$ cat src/rtl/sort_pkg.sv
// Shared constants and types for the sort batch controller.
// Batch geometry, pad value, slot-index widths and the controller state encoding.
package sort_pkg;

  localparam int N     = 16;
  localparam int DW    = 32;
  localparam int IDX_W = $clog2(N);
  localparam int CNT_W = IDX_W + 1;

  // Largest unsigned value: pads always sort to the top of the network.
  localparam logic [DW-1:0] PAD_VALUE = 32'hFFFF_FFFF;

  typedef enum logic [1:0] {
    LOAD,
    SN_RST,
    SORT,
    DRAIN
  } state_t;

endpackage

$ cat src/rtl/sort_batch_buffer.sv
// N x DW register file with a single-slot write port, a full-width load port
// and a clear that refills every slot with PAD_VALUE. Contents are exposed
// packed, slot i at bits [i*DW +: DW].
module sort_batch_buffer
  import sort_pkg::*;
(
  input  logic              clk,
  input  logic              rst_n,
  input  logic              i_wr_en,
  input  logic [IDX_W-1:0]  i_wr_idx,
  input  logic [DW-1:0]     i_wr_data,
  input  logic              i_ld_en,
  input  logic [N*DW-1:0]   i_ld_data,
  input  logic              i_clr,
  output logic [N*DW-1:0]   o_data
);

  logic [N*DW-1:0] r_mem;

  // Clear has priority, then full load, then single-slot write.
  always_ff @(posedge clk or negedge rst_n) begin
    if (!rst_n) begin
      r_mem <= {N{PAD_VALUE}};
    end else if (i_clr) begin
      r_mem <= {N{PAD_VALUE}};
    end else if (i_ld_en) begin
      r_mem <= i_ld_data;
    end else if (i_wr_en) begin
      r_mem[i_wr_idx*DW +: DW] <= i_wr_data;
    end
  end

  assign o_data = r_mem;

endmodule

$ cat config.mk
export PLATFORM = sky130hd
export DESIGN_NAME = sort_batch_buffer
export DESIGN_NICKNAME = d
export VERILOG_FILES = /design/src/rtl/sort_pkg.sv /design/src/rtl/sort_batch_buffer.sv
export SDC_FILE = /design/constraint.sdc
export NUM_CORES = 1
export LEC_CHECK = 0
export ABC_AREA = 1
export CORE_AREA = 2 2 415 417
export DETAILED_ROUTE_END_ITERATION = 7
export DIE_AREA = 0 0 417 419
export PLACE_DENSITY = 0.5
export RECOVER_POWER = 50
export SYNTH_ARGS = -nofsm -noshare
export SYNTH_HDL_FRONTEND = slang
export SYNTH_SLANG_ARGS = --single-unit
$ cat constraint.sdc
create_clock -name clk -period 0.8 [get_ports clk]
set_input_delay 0.12 -clock clk [delete_from_list [all_inputs] [get_ports clk]]
set_output_delay 0.12 -clock clk [all_outputs]
set_load 0.02 [all_outputs]
======== Yosys cells after proc, flatten, opt, wreduce, memory -nomap -nowiden ========
Index checks and enable logic that the tools add are counted.
operators by class
  add/subtract/negate cells ............... 1
  shifts and indexed selects .............. 2
  mux-type cells .......................... 4
  reduce and logical (&&, ||, !) cells .... 1
operator list
  kind                                                      count
  2-to-1 mux 512 bit                                        3
  bitwise mux 512 bit                                       1
  variable shift 32 x 34 -> 512 bit (first input constant)  1
  indexed part select 32 x 34 -> 512 bit                    1
  negation 9 -> 34 bit                                      1
  nonzero test 3 bit                                        1
word-level totals
  flip-flop bits (word level) ............. 512
  output and inout bits ................... 512
  logic and storage cells ................. 9

======== Depth between registers and ports, before layout ========
Gate-level depths: netlist (run 1).
  depth in word-level cells ............... 6
  mapped depth ............................ 16
  gate-level depth less buffers ........... 14

======== Worst setup path after synthesis (run 1) ========
Ideal clock, no wire load.
  path kind ............................... input to register
  start ................................... input port i_wr_idx[0]
  end ..................................... register r_mem[354] (netlist: o_data[354])
  arrival time ............................ 2.077 ns
  path slack .............................. -1.339 ns
  cell stages on the path ................. 14
  path through ............................ buf_2 > inv_2 > buf_2 > ha_1 > buf_4 > inv_2 > nand4_4 > nor2_1 > buf_2 > nand3_2 > nand2_2 > buf_2 > nand2_1 > nand2_1
between the ends
  longest elaborated chain between the ends .. 6
  elaborated cells between the ends (all ways) .. 7
  classes of those cells .................. add/sub: 1; shift: 2; mux: 4
ends and longest elaborated chain
  what                                                                                                RTL line                 source
  start, declared                                                                                     sort_batch_buffer.sv:10  input logic [IDX_W-1:0] i_wr_idx,
  negation 9 -> 34 bit *                                                                              sort_batch_buffer.sv:29  r_mem[i_wr_idx*DW +: DW] <= i_wr_data;
  indexed part select 32 x 34 -> 512 bit / variable shift 32 x 34 -> 512 bit (equally long branches)  sort_batch_buffer.sv:29
  bitwise mux 512 bit *                                                                               sort_batch_buffer.sv:29
  2-to-1 mux 512 bit *                                                                                sort_batch_buffer.sv:28  end else if (i_wr_en) begin
  2-to-1 mux 512 bit *                                                                                sort_batch_buffer.sv:26  end else if (i_ld_en) begin
  2-to-1 mux 512 bit *                                                                                sort_batch_buffer.sv:24  end else if (i_clr) begin
  end signal, assigned                                                                                sort_batch_buffer.sv:25  r_mem <= {N{PAD_VALUE}};
  end signal, assigned                                                                                sort_batch_buffer.sv:27  r_mem <= i_ld_data;
  end signal, assigned by index                                                                       sort_batch_buffer.sv:29
  end, declared                                                                                       sort_batch_buffer.sv:18  logic [N*DW-1:0] r_mem;
Mark *: on every way between the ends. The rest lies on a longest branch, timed or not. The select of a mux whose other input is x is not followed.
A chain may end at the register's enable or synchronous reset.

======== Final worst setup path (run 1) ========
  start ................................... register r_mem[297] (netlist: o_data[297])
  end ..................................... output port o_data[297]
RTL lines
  what                    RTL line                 source
  start signal, assigned  sort_batch_buffer.sv:23  r_mem <= {N{PAD_VALUE}};
  start signal, assigned  sort_batch_buffer.sv:25
  start signal, assigned  sort_batch_buffer.sv:27
  end, declared           sort_batch_buffer.sv:15  output logic [N*DW-1:0] o_data
No word-level cell between the ends.

==> results.toml, run 1 <==
[status]
outcome = "complete, but fails checks"
failed_checks = "setup timing"

[sta]
relSlewSlack_pct = 57.0
finalSetupViolCount = 1444
max_clock_freq_ghz = 0.608
timing.final.max_slew_violations = 0
rsz0062_at_grt = "yes"
hold_slack_ps = 63.5
clock_skew_ps = 0
worst_margin_pin_slew_ps = 646
period_needed_ps = 1650
post-route-period-util_pct = 206
postLayoutSetupSlackWorst_ps = -845
final-hold-violation-count = 0

[setup_path]
cpLargestDelayFamily = "flip-flops"
worst_setup_path_start_kind = "flop"
crit_start = "o_data[297]"
critPathSlowestCell = "sky130_fd_sc_hd__dfstp_2"
critical_path.max_stage_delay_ps = 690
r2r-start = "o_data[297]"
path_max_fanout = 2
worstSetupEndpointType = "output pin"
worst_ep_arrival_time_ps = 1530
path_cells = "buf_12"
timing_worst_setup_path_type = "flop to output pin"
critical_path_buf_inv_count = 1
critPathRequiredTime_ps = 680

[clock_tree]
cts_buffers = 74
htreeDepth = 3
clock_path_buffers = 3
clock_sinks = 512
cts.clk_slew.worst_paths_ps = 60
cts_tree = "built"
cts.root.buffer_cell = "sky130_fd_sc_hd__clkbuf_16"
clk_latency_ps = 670

[final_layout]
post-route-cell-area_mm2 = 0.0596
nNetsFinal = 6513
drive_above_1_share_pct = 38.8
number_of_fill_cells_in_the_layout = 17700
largest_reg_flops = 512
area_growth_pct = 96.7

[synth]
yosysMostFrequentCell = "sky130_fd_sc_hd__nand2_1"
synth.cells.most_frequent = "sky130_fd_sc_hd__nand2_1 (1,800), sky130_fd_sc_hd__nand3_1 (654), sky130_fd_sc_hd__dfstp_2 (512)"
netlist_instances = 4344
post_synth_main_area_contributors = "sky130_fd_sc_hd__dfstp_2 (44%), sky130_fd_sc_hd__nand2_1 (22%), sky130_fd_sc_hd__nand3_1 (11%)"
synth-xor-area-share_pct = 0
largest_family_of_logic_cells_by_synthesized_area = "simple AND/OR/NAND/NOR gates"
synth_area_in_compound_gates_pct = 9.22
yosys_register_bits = 512
postSynthNetCount = 4899
ys.warnings.count = 0
synth_seq_area_share_pct = 44.4
synth_area_mm2 = 0.0303
synth_adder_area_share_pct = 0.0825
post-synth-top-area-fraction_pct = 44.4
yosys-mux-area-fraction_pct = 0
synthSimpleGateAreaFrac_pct = 40.0
count_of_different_cell_masters_after_synthesis = 26
ys_dominant_reg_cell = "sky130_fd_sc_hd__dfstp_2"
synth_top_area_cell = "sky130_fd_sc_hd__dfstp_2"
synth_edf_count = 0
synth-async-reset-ratio_pct = 100
postSynthAreaPerCell_um2 = 6.98

[detailed_routing]
vias = 39700
wirelength_met1_um = 102000
final_antenna_net_count = 0
drt-pass1-iter-count = 7
detail_route.wl_per_cell_um = 30.3
top_layer_reached_by_signal_wires = "met4"
post-route-drc-count = 0
aggregate_routed_wire_length_um = 251000
drt_first_iter_violations = 3644
post_drt_via_cell_ratio = 4.78
total_length_of_routed_met2_wires_um = 117000
dr_wl_met3_um = 18100

[die]
placementRows = 152
die_area_mm2 = 0.175
io_pins = 1065
placeableCoreArea_mm2 = 0.171
floorplan.initialDensity_pct = 17.8
floorplan.die.width_um = 417
die_height_um = 419

[global_route]
grt_antenna_before_repair = 66
grt_total_ovfl = 0
maximum_number_of_pins_on_one_net_before_global_route_repair = 111
first_global_vias = 38100
first_pass_grt_wire_length_um = 326000
gr-usage-all-layers_pct = 27.0

[place]
placement.cell_area_mm2 = 0.0508
final_hpwl_from_detailed_placement_um = 191000
setup_ws_pre_cts_ps = -2200
gp_routability_congestion = 0.984
quantity_of_i_o_buffers_inserted_on_ports = 1064

[job]
timing.max_cap.violations = 0

[power_and_ir_drop]
p_leak_uw = 0.0265
total_power_uw = 105000
p_per_area_mw_per_mm2 = 1760
vdd_drop_max_mv = 1.29

[hold_path]
hp-start = "i_clr"
min-delay-path-class = "input pin to flop"
==> worst paths after layout <==
path                                     to  slack (ps)  depth (start not counted)
worst max-delay path            o_data[297]        -850                          1
worst min-delay path             o_data[21]          60                          5
worst max register to register  o_data[297]        -160                          2
worst min register to register  o_data[468]         470                          2
max in group asynchronous        o_data[68]        -210                          4
min in group asynchronous       o_data[369]         420                          2
==> cells in the final DEF, fill, tap and decap left out, types with 7 or more instances in the layout <==
cell type	instances
sky130_fd_sc_hd__nand2_1	1667
sky130_fd_sc_hd__nand3_1	608
sky130_fd_sc_hd__clkdlybuf4s50_1	543
sky130_fd_sc_hd__buf_4	516
sky130_fd_sc_hd__dfstp_2	512
sky130_fd_sc_hd__a21oi_1	480
sky130_fd_sc_hd__buf_12	406
sky130_fd_sc_hd__buf_6	372
sky130_fd_sc_hd__nand4_1	168
sky130_fd_sc_hd__clkbuf_16	101
sky130_fd_sc_hd__nand2_2	90
sky130_fd_sc_hd__nor2_1	86
sky130_fd_sc_hd__o21ai_0	59
sky130_fd_sc_hd__diode_2	56
sky130_fd_sc_hd__inv_1	42
sky130_fd_sc_hd__nand2_4	40
sky130_fd_sc_hd__nor2_4	38
sky130_fd_sc_hd__buf_16	35
sky130_fd_sc_hd__nor3_2	28
sky130_fd_sc_hd__nand3_4	27
sky130_fd_sc_hd__nand3_2	27
sky130_fd_sc_hd__buf_8	22
sky130_fd_sc_hd__nor2_2	18
sky130_fd_sc_hd__clkbuf_1	15
sky130_fd_sc_hd__clkbuf_8	14
sky130_fd_sc_hd__clkinv_2	11
sky130_fd_sc_hd__bufbuf_16	11
sky130_fd_sc_hd__nand2_8	10
sky130_fd_sc_hd__inv_2	9
sky130_fd_sc_hd__bufinv_16	7
==> power breakdown <==
part	switching, uW	total, uW	internal, uW
clock network	14000	34700	20800
registers	3030	33700	30700
logic	18900	36500	17700
total	35900	105000	69100
==> routing by layer <==
metal / GRT usage, % / vias to the layer above
li1: - / 17700
met1: 34.0 / 19700
met2: 42.9 / 1839
met3: 5.65 / 412
met4: 14.8 / 0
met5: 0 / -
==> per-stage QoR <==
stage	utilization (%)	instances	setup TNS [ps]
2_1_floorplan	-	4344	-445980
3_3_place_gp	29.8	7888	-1009320
3_5_place_dp	29.8	7888	-1007950
4_1_cts	33.4	8146	-574140
5_1_grt	34.9	8299	-703260
6_report	35.0	8302	-648120
==> cells by family (layout without fill, tap and decap cells) <==
group,after synthesis,in the layout
adder cells (fa/ha/maj),2,2
AND/OR/NAND/NOR,2813,2813
flip-flops,512,512
AO/OA/AOI/OAI,554,554
buffers and inverters,463,2132
other,0,56
==> final cells by class <==
type	instances	area, um2	share of cell area [%]
Timing Repair Buffer	1937	24000	40.2
Multi-Input combinational cell	3369	16500	27.6
Sequential cell	512	13500	22.6
Tap cell	2233	2790	4.69
Clock buffer	104	2130	3.57
Clock inverter	27	340	0.571
Inverter	64	335	0.562
Antenna cell	56	140	0.235
==> what timing repair did <==
| item | 4_1_cts | 5_1_grt |
|---|---|---|
| resized for setup | 1543 | 347 |
| setup endpoints to repair | 1024 | 1024 |
| endpoints found under the hold margin | 508 | 0 |
| cloned | 45 | 30 |
| hold buffers | 1 | 0 |
| pin swaps | 71 | 87 |
| buffers inserted | 86 | 80 |
No activity file was read; power rests on OpenSTA's default activity.
==> run 2: changes to the inputs <==
--- a/config.mk
+++ b/config.mk
@@ -5,12 +5,12 @@
 export SDC_FILE = /design/constraint.sdc
 export NUM_CORES = 1
 export LEC_CHECK = 0
-export ABC_AREA = 1
-export CORE_AREA = 2 2 415 417
+export CORE_AREA = 2 2 411 413
 export DETAILED_ROUTE_END_ITERATION = 7
-export DIE_AREA = 0 0 417 419
-export PLACE_DENSITY = 0.5
+export DIE_AREA = 0 0 413 415
+export PLACE_DENSITY = 0.48
 export RECOVER_POWER = 50
 export SYNTH_ARGS = -nofsm -noshare
 export SYNTH_HDL_FRONTEND = slang
 export SYNTH_SLANG_ARGS = --single-unit
+export TNS_END_PERCENT = 20
==> results.toml, run 2 <==
[detailed_routing]
final_antenna_net_count = 0
post-route-drc-count = 0
aggregate_routed_wire_length_um = 210000
post_drt_via_cell_ratio = 4.71
vias = 28700
drt-pass1-iter-count = 5
drt_first_iter_violations = 2038
detail_route.wl_per_cell_um = 34.5

[setup_path]
critPathRequiredTime_ps = 1410
worst_ep_arrival_time_ps = 2280
path_max_fanout = 14
timing_worst_setup_path_type = "input pin to flop"
worstSetupEndpointType = "flop"
cpLargestDelayFamily = "buffers and inverters"
worst_setup_path_start_kind = "input pin"
critical_path.max_stage_delay_ps = 250
crit_top_cell = "sky130_fd_sc_hd__buf_12"
r2r-start = "o_data[503]"
path_cells = "buf_12 > nor3_4 > ha_4 > buf_8 > buf_12 > nor3b_4 > buf_4 > o2111a_2 > buf_12 > buf_12 > a221o_1 > mux2_2"
critPathSlowestCell = "sky130_fd_sc_hd__ha_4"
crit_start = "i_wr_idx[1]"
critical_path_buf_inv_count = 6

[sta]
finalSetupViolCount = 1486
postLayoutSetupSlackWorst_ps = -868
relSlewSlack_pct = 47.9
timing.final.max_slew_violations = 0
rsz0062_at_grt = "yes"
final-hold-violation-count = 0
post-route-period-util_pct = 208
clock_skew_ps = 0
worst_margin_pin_slew_ps = 779
period_needed_ps = 1670
max_clock_freq_ghz = 0.600

[synth]
postSynthNetCount = 2932
count_of_different_cell_masters_after_synthesis = 54
synth.cells.most_frequent = "sky130_fd_sc_hd__dfstp_2 (512), sky130_fd_sc_hd__mux2_2 (403), sky130_fd_sc_hd__a21oi_1 (286)"
ys.warnings.count = 0
synth-async-reset-ratio_pct = 100
synth_area_mm2 = 0.0273
synth_edf_count = 0
yosysMostFrequentCell = "sky130_fd_sc_hd__dfstp_2"
postSynthAreaPerCell_um2 = 11.5
synth_top_area_cell = "sky130_fd_sc_hd__dfstp_2"
post_synth_main_area_contributors = "sky130_fd_sc_hd__dfstp_2 (49%), sky130_fd_sc_hd__mux2_2 (17%), sky130_fd_sc_hd__a221o_1 (7.1%)"
largest_family_of_logic_cells_by_synthesized_area = "compound AO/OA/AOI/OAI gates"
synth-xor-area-share_pct = 0.133
yosys-mux-area-fraction_pct = 19.7
ys_dominant_reg_cell = "sky130_fd_sc_hd__dfstp_2"
post-synth-top-area-fraction_pct = 49.2
synth_seq_area_share_pct = 49.2
synthSimpleGateAreaFrac_pct = 3.21
yosys_register_bits = 512
netlist_instances = 2377
synth_adder_area_share_pct = 0.0916
synth_area_in_compound_gates_pct = 22.8

[final_layout]
layout.area.seq_mm2 = 0.0135
area_growth_pct = 90.1
final_cell_mix = "sky130_fd_sc_hd__clkdlybuf4s50_1 (538), sky130_fd_sc_hd__dfstp_2 (512), sky130_fd_sc_hd__buf_4 (430)"
postLayoutCoreUtil_pct = 31.2
post_layout_nonfiller_instances = 6092
multi_input_area_mm2 = 0.0144
drive_above_1_share_pct = 60.1
layout_commonest_cell = "sky130_fd_sc_hd__clkdlybuf4s50_1"
post-route-cell-area_mm2 = 0.0520
nNetsFinal = 4370
largest_reg_flops = 512
number_of_fill_cells_in_the_layout = 17000

[place]
post-place-cells = 5832
final_hpwl_from_detailed_placement_um = 160000
gp_routability_congestion = 0.898
placement.cell_area_mm2 = 0.0462
quantity_of_i_o_buffers_inserted_on_ports = 1064

[die]
floorplan.die.width_um = 413
die_height_um = 415
die_area_mm2 = 0.171
io_pins = 1065
floorplan.initialDensity_pct = 16.4
placeableCoreArea_mm2 = 0.167
placementRows = 150

[clock_tree]
clk_latency_ps = 680
cts_buffers = 71
htreeDepth = 3
cts_tree = "built"
cts.clk_slew.worst_paths_ps = 60
clock_path_buffers = 3
cts.root.buffer_cell = "sky130_fd_sc_hd__clkbuf_16"
clock_sinks = 512

[global_route]
maximum_number_of_pins_on_one_net_before_global_route_repair = 61
grt_total_ovfl = 0
first_pass_grt_wire_length_um = 277000
grt_antenna_before_repair = 52
first_global_vias = 29400
gr-usage-all-layers_pct = 23.6

[power_and_ir_drop]
p_switching_uw = 31600
total_power_uw = 96500
power.share.switching_pct = 32.7
p_per_area_mw_per_mm2 = 1860
p_leak_uw = 0.0210
power_frac_comb_pct = 31.0
vdd_drop_max_mv = 1.50
p_int_uw = 64900
share_of_total_power_in_the_clock_network_pct = 35.1
power.share.sequential_pct = 33.9

[hold_path]
hp-start = "i_ld_data[12]"
min-delay-path-class = "input pin to flop"

[status]
outcome = "complete, but fails checks"
failed_checks = "setup timing"

[job]
timing.max_cap.violations = 0
[run 2: logic make-up after synthesis]
group | count (synthesis)
simple gates | 175
flops | 512
fa+ha+maj | 2
mux | 480
buf+inv | 319
xor+xnor | 2
compound gates | 887
[run 2: area by class of cell]
| class | instances | share of cell area [%] |
|---|---|---|
| tap | 2204 | 5.31 |
| clock inverter | 27 | 0.730 |
| clock buffer | 102 | 3.97 |
| sequential | 512 | 25.9 |
| multi-input combinational | 1546 | 27.6 |
| inverter | 50 | 0.409 |
| antenna | 17 | 0.0819 |
| timing repair buffer | 1634 | 36.0 |
[run 2: timing repair]
item                                   in CTS  in global routing
pin swaps                                  62                 50
hold buffers                                4                  0
buffers inserted                           63                 21
endpoints found under the hold margin     533                  0
gates cloned                               37                  5
resized for setup                        1379                520
setup endpoints to repair                1024               1024
[run 2: worst paths after layout]
kind / to / slack, ps / cells past startpoint
setup / recovery: o_data[346] / -870 / 12
hold / removal: o_data[12] / 60 / 3
setup reg to reg: o_data[503] / -110 / 2
hold reg to reg: o_data[263] / 470 / 2
max in group asynchronous: o_data[103] / -170 / 4
min in group asynchronous: o_data[461] / 480 / 3
[run 2: through the flow]
stage	worst slack, ps	TNS [ps]	hold slack, ps
2_1_floorplan	-1560	-707370	-27.8
3_3_place_gp	-2460	-1198120	305
3_5_place_dp	-2440	-1200060	309
4_1_cts	-850	-714000	3.71
5_1_grt	-886	-808720	51.6
6_report	-868	-756900	60.5
[run 2: layer usage]
metal  global-route usage, %  vias to the layer above  part of all wire (%)
met1                    29.3                    15000                    41
met5                       0                        -                  0.14
met2                    39.5                     1243                    48
met3                    6.24                      338                   7.0
met4                    7.70                       44                   3.9
li1                        -                    12100                     -
[run 2: power by group through the flow]
stage                     Combinational [uW]  Sequential (uW)  Clock, uW
after global routing                   31100            33000      35800
after floorplan                         6730            35400          0
final                                  29900            32700      33900
after CTS                              29300            32500      34800
after global placement                 27800            32700          0
after detailed placement               27900            32800          0
[run 2: worst min-delay path, delay by kind of cell]
family	cells	cell delay (ps)
AO/OA/AOI/OAI	2	220
buffers and inverters	1	400
==> RTL change 1: new RTL, settings of run 2 <==
Register the output `o_data` once more, cleared by the reset; this adds one clock of latency there.
--- a/src/rtl/sort_batch_buffer.sv
+++ b/src/rtl/sort_batch_buffer.sv
@@ -31,5 +31,11 @@
   end
 
-  assign o_data = r_mem;
+  always_ff @(posedge clk or negedge rst_n) begin
+    if (!rst_n) begin
+      o_data <= '0;
+    end else begin
+      o_data <= r_mem;
+    end
+  end
 
 endmodule
Function: not settled (the Yosys comparison gave no result); the edit may change what the design does.
==> RTL change 1 against run 2 <==
The flow still finishes with violations (negative setup slack); total power up 51%; count of clock-buffer cells in the layout up 77; cell area rose by 27%; first-iteration DRC count rose by 23%; via count up 17%; sequential cell count increased by 512; area after synthesis rose by 46%; setup slack gained 0.015 ns; wire length grew 5.4%; critical endpoint is now r_mem[6]$_DFFE_PN1P_; largest cell class is now flip-flops and latches.
==> RTL change 1: results (changes against run 2) <==
| Metric | Value |
|---|---|
| Leakage power | 26.9 nW (was 21.0 nW) |
| Largest net degree at the start of global routing | 78 (was 61) |
| Largest delay share family, worst path | simple AND/OR/NAND/NOR gates (was buffers and inverters) |
| GR met2 Demand/Resource | 40.6% (was 39.5%) |
| Worst skew pair latency | 0.76 ns (was 0.68 ns) |
| Critical path's slowest cell | or4_4 (was ha_4) |
| Status | finished, violations left (unchanged) |
| Top post-synthesis cells by area | dfstp_2 34%, dfrtp_1 32%, mux2_2 9.5% (was dfstp_2 49%, mux2_2 17%, a221o_1 7.1%) |
| Critical path arrival | 2.30 ns (was 2.28 ns) |
| First-pass GRT wire length | 300,000 um (was 277,000 um) |
| Most instantiated cells after synthesis | 512 x dfrtp_1, 512 x dfstp_2, 338 x mux2_2 (was 512 x dfstp_2, 403 x mux2_2, 286 x a21oi_1) |
| GR Util met1 | 32.2% (was 29.3%) |
| GR met3 Demand/Resource | 6.53% (was 6.24%) |
| Final Worst Setup Slack | -0.852 ns (was -0.868 ns) |
| Actual slew at the worst max-slew pin | 0.878 ns (was 0.779 ns) |
| Gates resized, CTS repair | 1,166 (was 1,379) |
| Pre-CTS setup slack | -2.54 ns (was -2.44 ns) |
| # setup viols final | 1,824 (was 1,486) |
| DR WL/cell | 32.1 um (was 34.5 um) |
| Synth Instances | 3,026 (was 2,377) |
| FF-to-FF End | r_mem[91]$_DFFE_PN1P_ (was o_data[503]$_DFFE_PN1P_) |
| Crit-path max FO | 6 (was 14) |
| Hold buffer count at CTS | 49 (was 4) |
| Failing checks | negative setup slack (unchanged) |
| Register area share after synthesis | 65.9% (was 49.2%) |
| Nets | 5,120 (was 4,370) |
| Xor/xnor cell area share of the yosys netlist | 0.0628% (was 0.133%) |
| Total CTS buffers | 115 (was 71) |
[RTL change 1: worst min-delay path by stage]
stage,cells after the start,start,endpoint,slack (ns)
3_3_place_gp,2,rst_n,o_data[454]$_DFF_PN0_,0.24
6_report,4,i_clr,r_mem[127]$_DFFE_PN1P_,0.005
5_1_grt,4,i_clr,r_mem[127]$_DFFE_PN1P_,0.009
4_1_cts,4,i_clr,r_mem[127]$_DFFE_PN1P_,-0.04
2_1_floorplan,0,rst_n,o_data[0]$_DFF_PN0_,-0.18
3_5_place_dp,2,rst_n,o_data[454]$_DFF_PN0_,0.23
[RTL change 1: stage by stage]
step	cell area (sq um)	setup TNS [ns]	total power, W
global route	65800	-813.96	0.151
floorplan	40200	-662.56	0.0708
global placement	58500	-1181.69	0.0893
CTS	65500	-698.26	0.147
detailed placement	58500	-1185.00	0.0895
finish	65800	-766.86	0.146
[RTL change 1: cell type report]
| type | instances | area [sq um] |
|---|---|---|
| multi-input cells | 1668 | 13900 |
| clock inverters | 41 | 523 |
| clock buffers | 179 | 3430 |
| inverters | 39 | 159 |
| diodes | 25 | 62.6 |
| well taps | 2204 | 2760 |
| fillers | 15900 | 101000 |
| flip-flops and latches | 1024 | 26300 |
| repair buffers | 1717 | 18700 |
[RTL change 1: where the power goes]
part / switching (W) / internal (W)
combinational: 0.0152 / 0.0139
sequential: 0.00283 / 0.0586
clock: 0.0231 / 0.0321
total: 0.0411 / 0.105
[RTL change 1: cells by family after synthesis]
group,after synthesis
mux,391
compound gates,953
xor+xnor,2
simple gates,320
buf+inv,334
fa+ha+maj,2
flops,1024
==> RTL change 2: new RTL, settings of run 2 <==
Made on the original files. Change the package constant `DW` from 32 to 36.
--- a/src/rtl/sort_pkg.sv
+++ b/src/rtl/sort_pkg.sv
@@ -4,5 +4,5 @@
 
   localparam int N     = 16;
-  localparam int DW    = 32;
+  localparam int DW    = 36;
   localparam int IDX_W = $clog2(N);
   localparam int CNT_W = IDX_W + 1;
Interface: changed (resized i_ld_data, i_wr_data and o_data); port bits go from 1065 to 1197. The function was not compared with the original's and may differ.
==> RTL change 2 against run 2 <==
Setup slack got worse by 0.73 ns; clock power up 5%; core utilization grew 11 points; wire length increased by 44%; cell area is 36% higher; the flow still finishes with violations (negative setup slack); die area unchanged; area after synthesis increased by 27%; sequential cell count up 64; sequential share of layout area is 4.5 points lower; worst hold slack worse by 0.024 ns; register-to-register slack got worse by 0.04 ns; total power rose by 29%; first-iteration DRC count rose by 93%.
==> RTL change 2: results (changes against run 2) <==
| Metric | Value |
|---|---|
| Placed Cells | 7,926 (was 5,832) |
| Vias per cell | 5.39 (was 4.71) |
| Actual slew at the worst max-slew pin | 0.798 ns (was 0.779 ns) |
| P_sw | 0.0465 W (was 0.0316 W) |
| Via count | 44,900 (was 28,700) |
| IO buf count | 1,196 (was 1,064) |
| Most instantiated cells after synthesis | 547 x a21oi_1, 512 x dfstp_2, 416 x nor2_1 (was 512 x dfstp_2, 403 x mux2_2, 286 x a21oi_1) |
| Hold wc startpoint | i_ld_data[272] (was i_ld_data[12]) |
| Clock slew at reported path FFs | 0.06 ns (about the same) |
| Syn Nets | 4,297 (was 2,932) |
| Top_reg_cell synth | dfstp_2 (unchanged) |
| Final Worst Setup Slack | -1.59 ns (was -0.868 ns) |
| Initial antenna violation count | 57 (was 52) |
| First-pass GRT wire length | 397,000 um (was 277,000 um) |
| R2R depth | 2 (unchanged) |
| Pre-antenna DRT Iters | 5 (unchanged) |
| Setup slack, reg-to-reg | -0.15 ns (was -0.11 ns) |
| Largest stage delay on the critical path | 0.34 ns (was 0.25 ns) |
| Synth Instances | 3,671 (was 2,377) |
| Critical path's slowest cell | mux2_2 (was ha_4) |
| Largest net degree at the start of global routing | 134 (was 61) |
| Register area share after synthesis | 43.4% (was 49.2%) |
| Max VDD drop | 1.54 mV (was 1.50 mV) |
| Pre-CTS setup slack | -3.40 ns (was -2.44 ns) |
| Failing checks | negative setup slack (unchanged) |
| GRT Total Usage | 33.7% (was 23.6%) |
| # setup viols final | 1,725 (was 1,486) |
| Final hold slack | 0.0361 ns (was 0.0605 ns) |
| Max reg flops | 576 (was 512) |
| WHS Path Cells | 3 (unchanged) |
| Leakage power | 27.6 nW (was 21.0 nW) |
| DR WL/cell | 36.3 um (was 34.5 um) |
| WHS Endpoint | o_data[272]$_DFFE_PN1P_ (was o_data[12]$_DFFE_PN1P_) |
| Crit-path max FO | 5 (was 14) |
| Unique cell type count in the Yosys netlist | 97 (was 54) |
| Top post-synthesis cells by area | dfstp_2 39%, a21oi_1 7.9%, a221oi_1 5.2% (was dfstp_2 49%, mux2_2 17%, a221o_1 7.1%) |
| Total CTS buffers | 77 (was 71) |
| Nets | 6,653 (was 4,370) |
| Critical path arrival | 3.03 ns (was 2.28 ns) |
| Setup Skew | 0 ns (unchanged) |
| Worst skew pair latency | 0.69 ns |
| Synth async-reset ratio | 100% (unchanged) |
| DR iter-0 viols | 3,931 (was 2,038) |
| FF-to-FF End | o_data[531]$_DFFE_PN1P_ (was o_data[503]$_DFFE_PN1P_) |
| Status | finished, violations left (unchanged) |
| Share of cells above drive strength 1 | 53.0% (was 60.1%) |
| GP Congestion | 0.996 (was 0.898) |
| Final Hold Viols | 0 (unchanged) |
| Reg2Reg Launch Point | o_data[531]$_DFFE_PN1P_ (was o_data[503]$_DFFE_PN1P_) |
| Total negative slack | -1453.78 ns (was -756.90 ns) |
| Post-DP HPWL | 247,000 um (was 160,000 um) |
RTL change 2: changes by cell type in the layout (fill, tap and decap cells not counted), sizes merged, moves of 64 or more:
cell           change
buf              +648
nor2             +378
mux2             -302
a21oi            +266
clkdlybuf4s50    +260
a221oi           +207
nand2            +177
a221o            -128
o21a             +109
a22o              +79
o211ai            +67
o21ai             +67
dfrtp             +64
RTL change 2: worst max path at each step:
stage	startpoint	to	slack (ns)
6_report	i_wr_idx[0]	o_data[413]$_DFFE_PN1P_	-1.59
5_1_grt	i_wr_idx[0]	o_data[305]$_DFFE_PN1P_	-1.61
4_1_cts	i_wr_idx[0]	o_data[424]$_DFFE_PN1P_	-1.54
3_5_place_dp	i_wr_idx[3]	o_data[560]$_DFFE_PN1P_	-3.40
3_3_place_gp	i_wr_idx[3]	o_data[560]$_DFFE_PN1P_	-3.47
2_1_floorplan	i_wr_idx[0]	o_data[424]$_DFFE_PN1P_	-2.22
RTL change 2: logic make-up (layout without fill, tap and decap cells):
group | after synthesis | in the layout | synth area share, %
and+or+nand+nor | 873 | 875 | 11.2
adders and majority gates | 5 | 5 | 0.180
AOI/OAI and AO/OA | 1699 | 1699 | 33.8
DFF | 576 | 576 | 43.4
muxes | 224 | 224 | 7.77
xor gates and xnor gates | 6 | 6 | 0.195
other | 0 | 25 | 0
buffers and inverters | 288 | 2702 | 3.49
RTL change 2: routing by layer:
layer / routed length, um / GRT usage [%] / vias to the layer above
li1: - / - / 19100
met1: 120000 / 42.1 / 23000
met2: 137000 / 53.2 / 2191
met3: 27000 / 9.49 / 552
met4: 17100 / 16.1 / 38
met5: 276 / 0 / -
RTL change 2: power groups by stage:
stage / logic (W) / registers [W] / clock network [W]
2_1_floorplan: 0.0118 / 0.0391 / 0
3_3_place_gp: 0.0462 / 0.0365 / 0
3_5_place_dp: 0.0462 / 0.0365 / 0
4_1_cts: 0.0502 / 0.0362 / 0.0362
5_1_grt: 0.0543 / 0.0365 / 0.0372
6_report: 0.0528 / 0.0362 / 0.0355
RTL change 2: stage by stage:
stage / area, sq um / util, %
3_3_place_gp: 60900 / 36.5
5_1_grt: 70400 / 42.2
6_report: 70400 / 42.3
3_5_place_dp: 60900 / 36.5
4_1_cts: 68000 / 40.8
2_1_floorplan: 35500 / -
RTL change 2: timing repair:
action,CTS,global route
pin swaps,229,193
hold buffers,21,0
cloned,9,1
hold endpoints to repair,599,0
gates resized for setup,703,387
endpoints found under the setup margin,1152,1152
buffers inserted,131,94
RTL change 2: cell type report:
cell class	instances	area, sq um
fill	16400	96200
timing repair buffer	2551	26900
multi-input combinational	2809	23100
sequential	576	15100
tap	2204	2760
clock buffer	118	2240
clock inverter	21	275
antenna	25	62.6
inverter	12	52.6
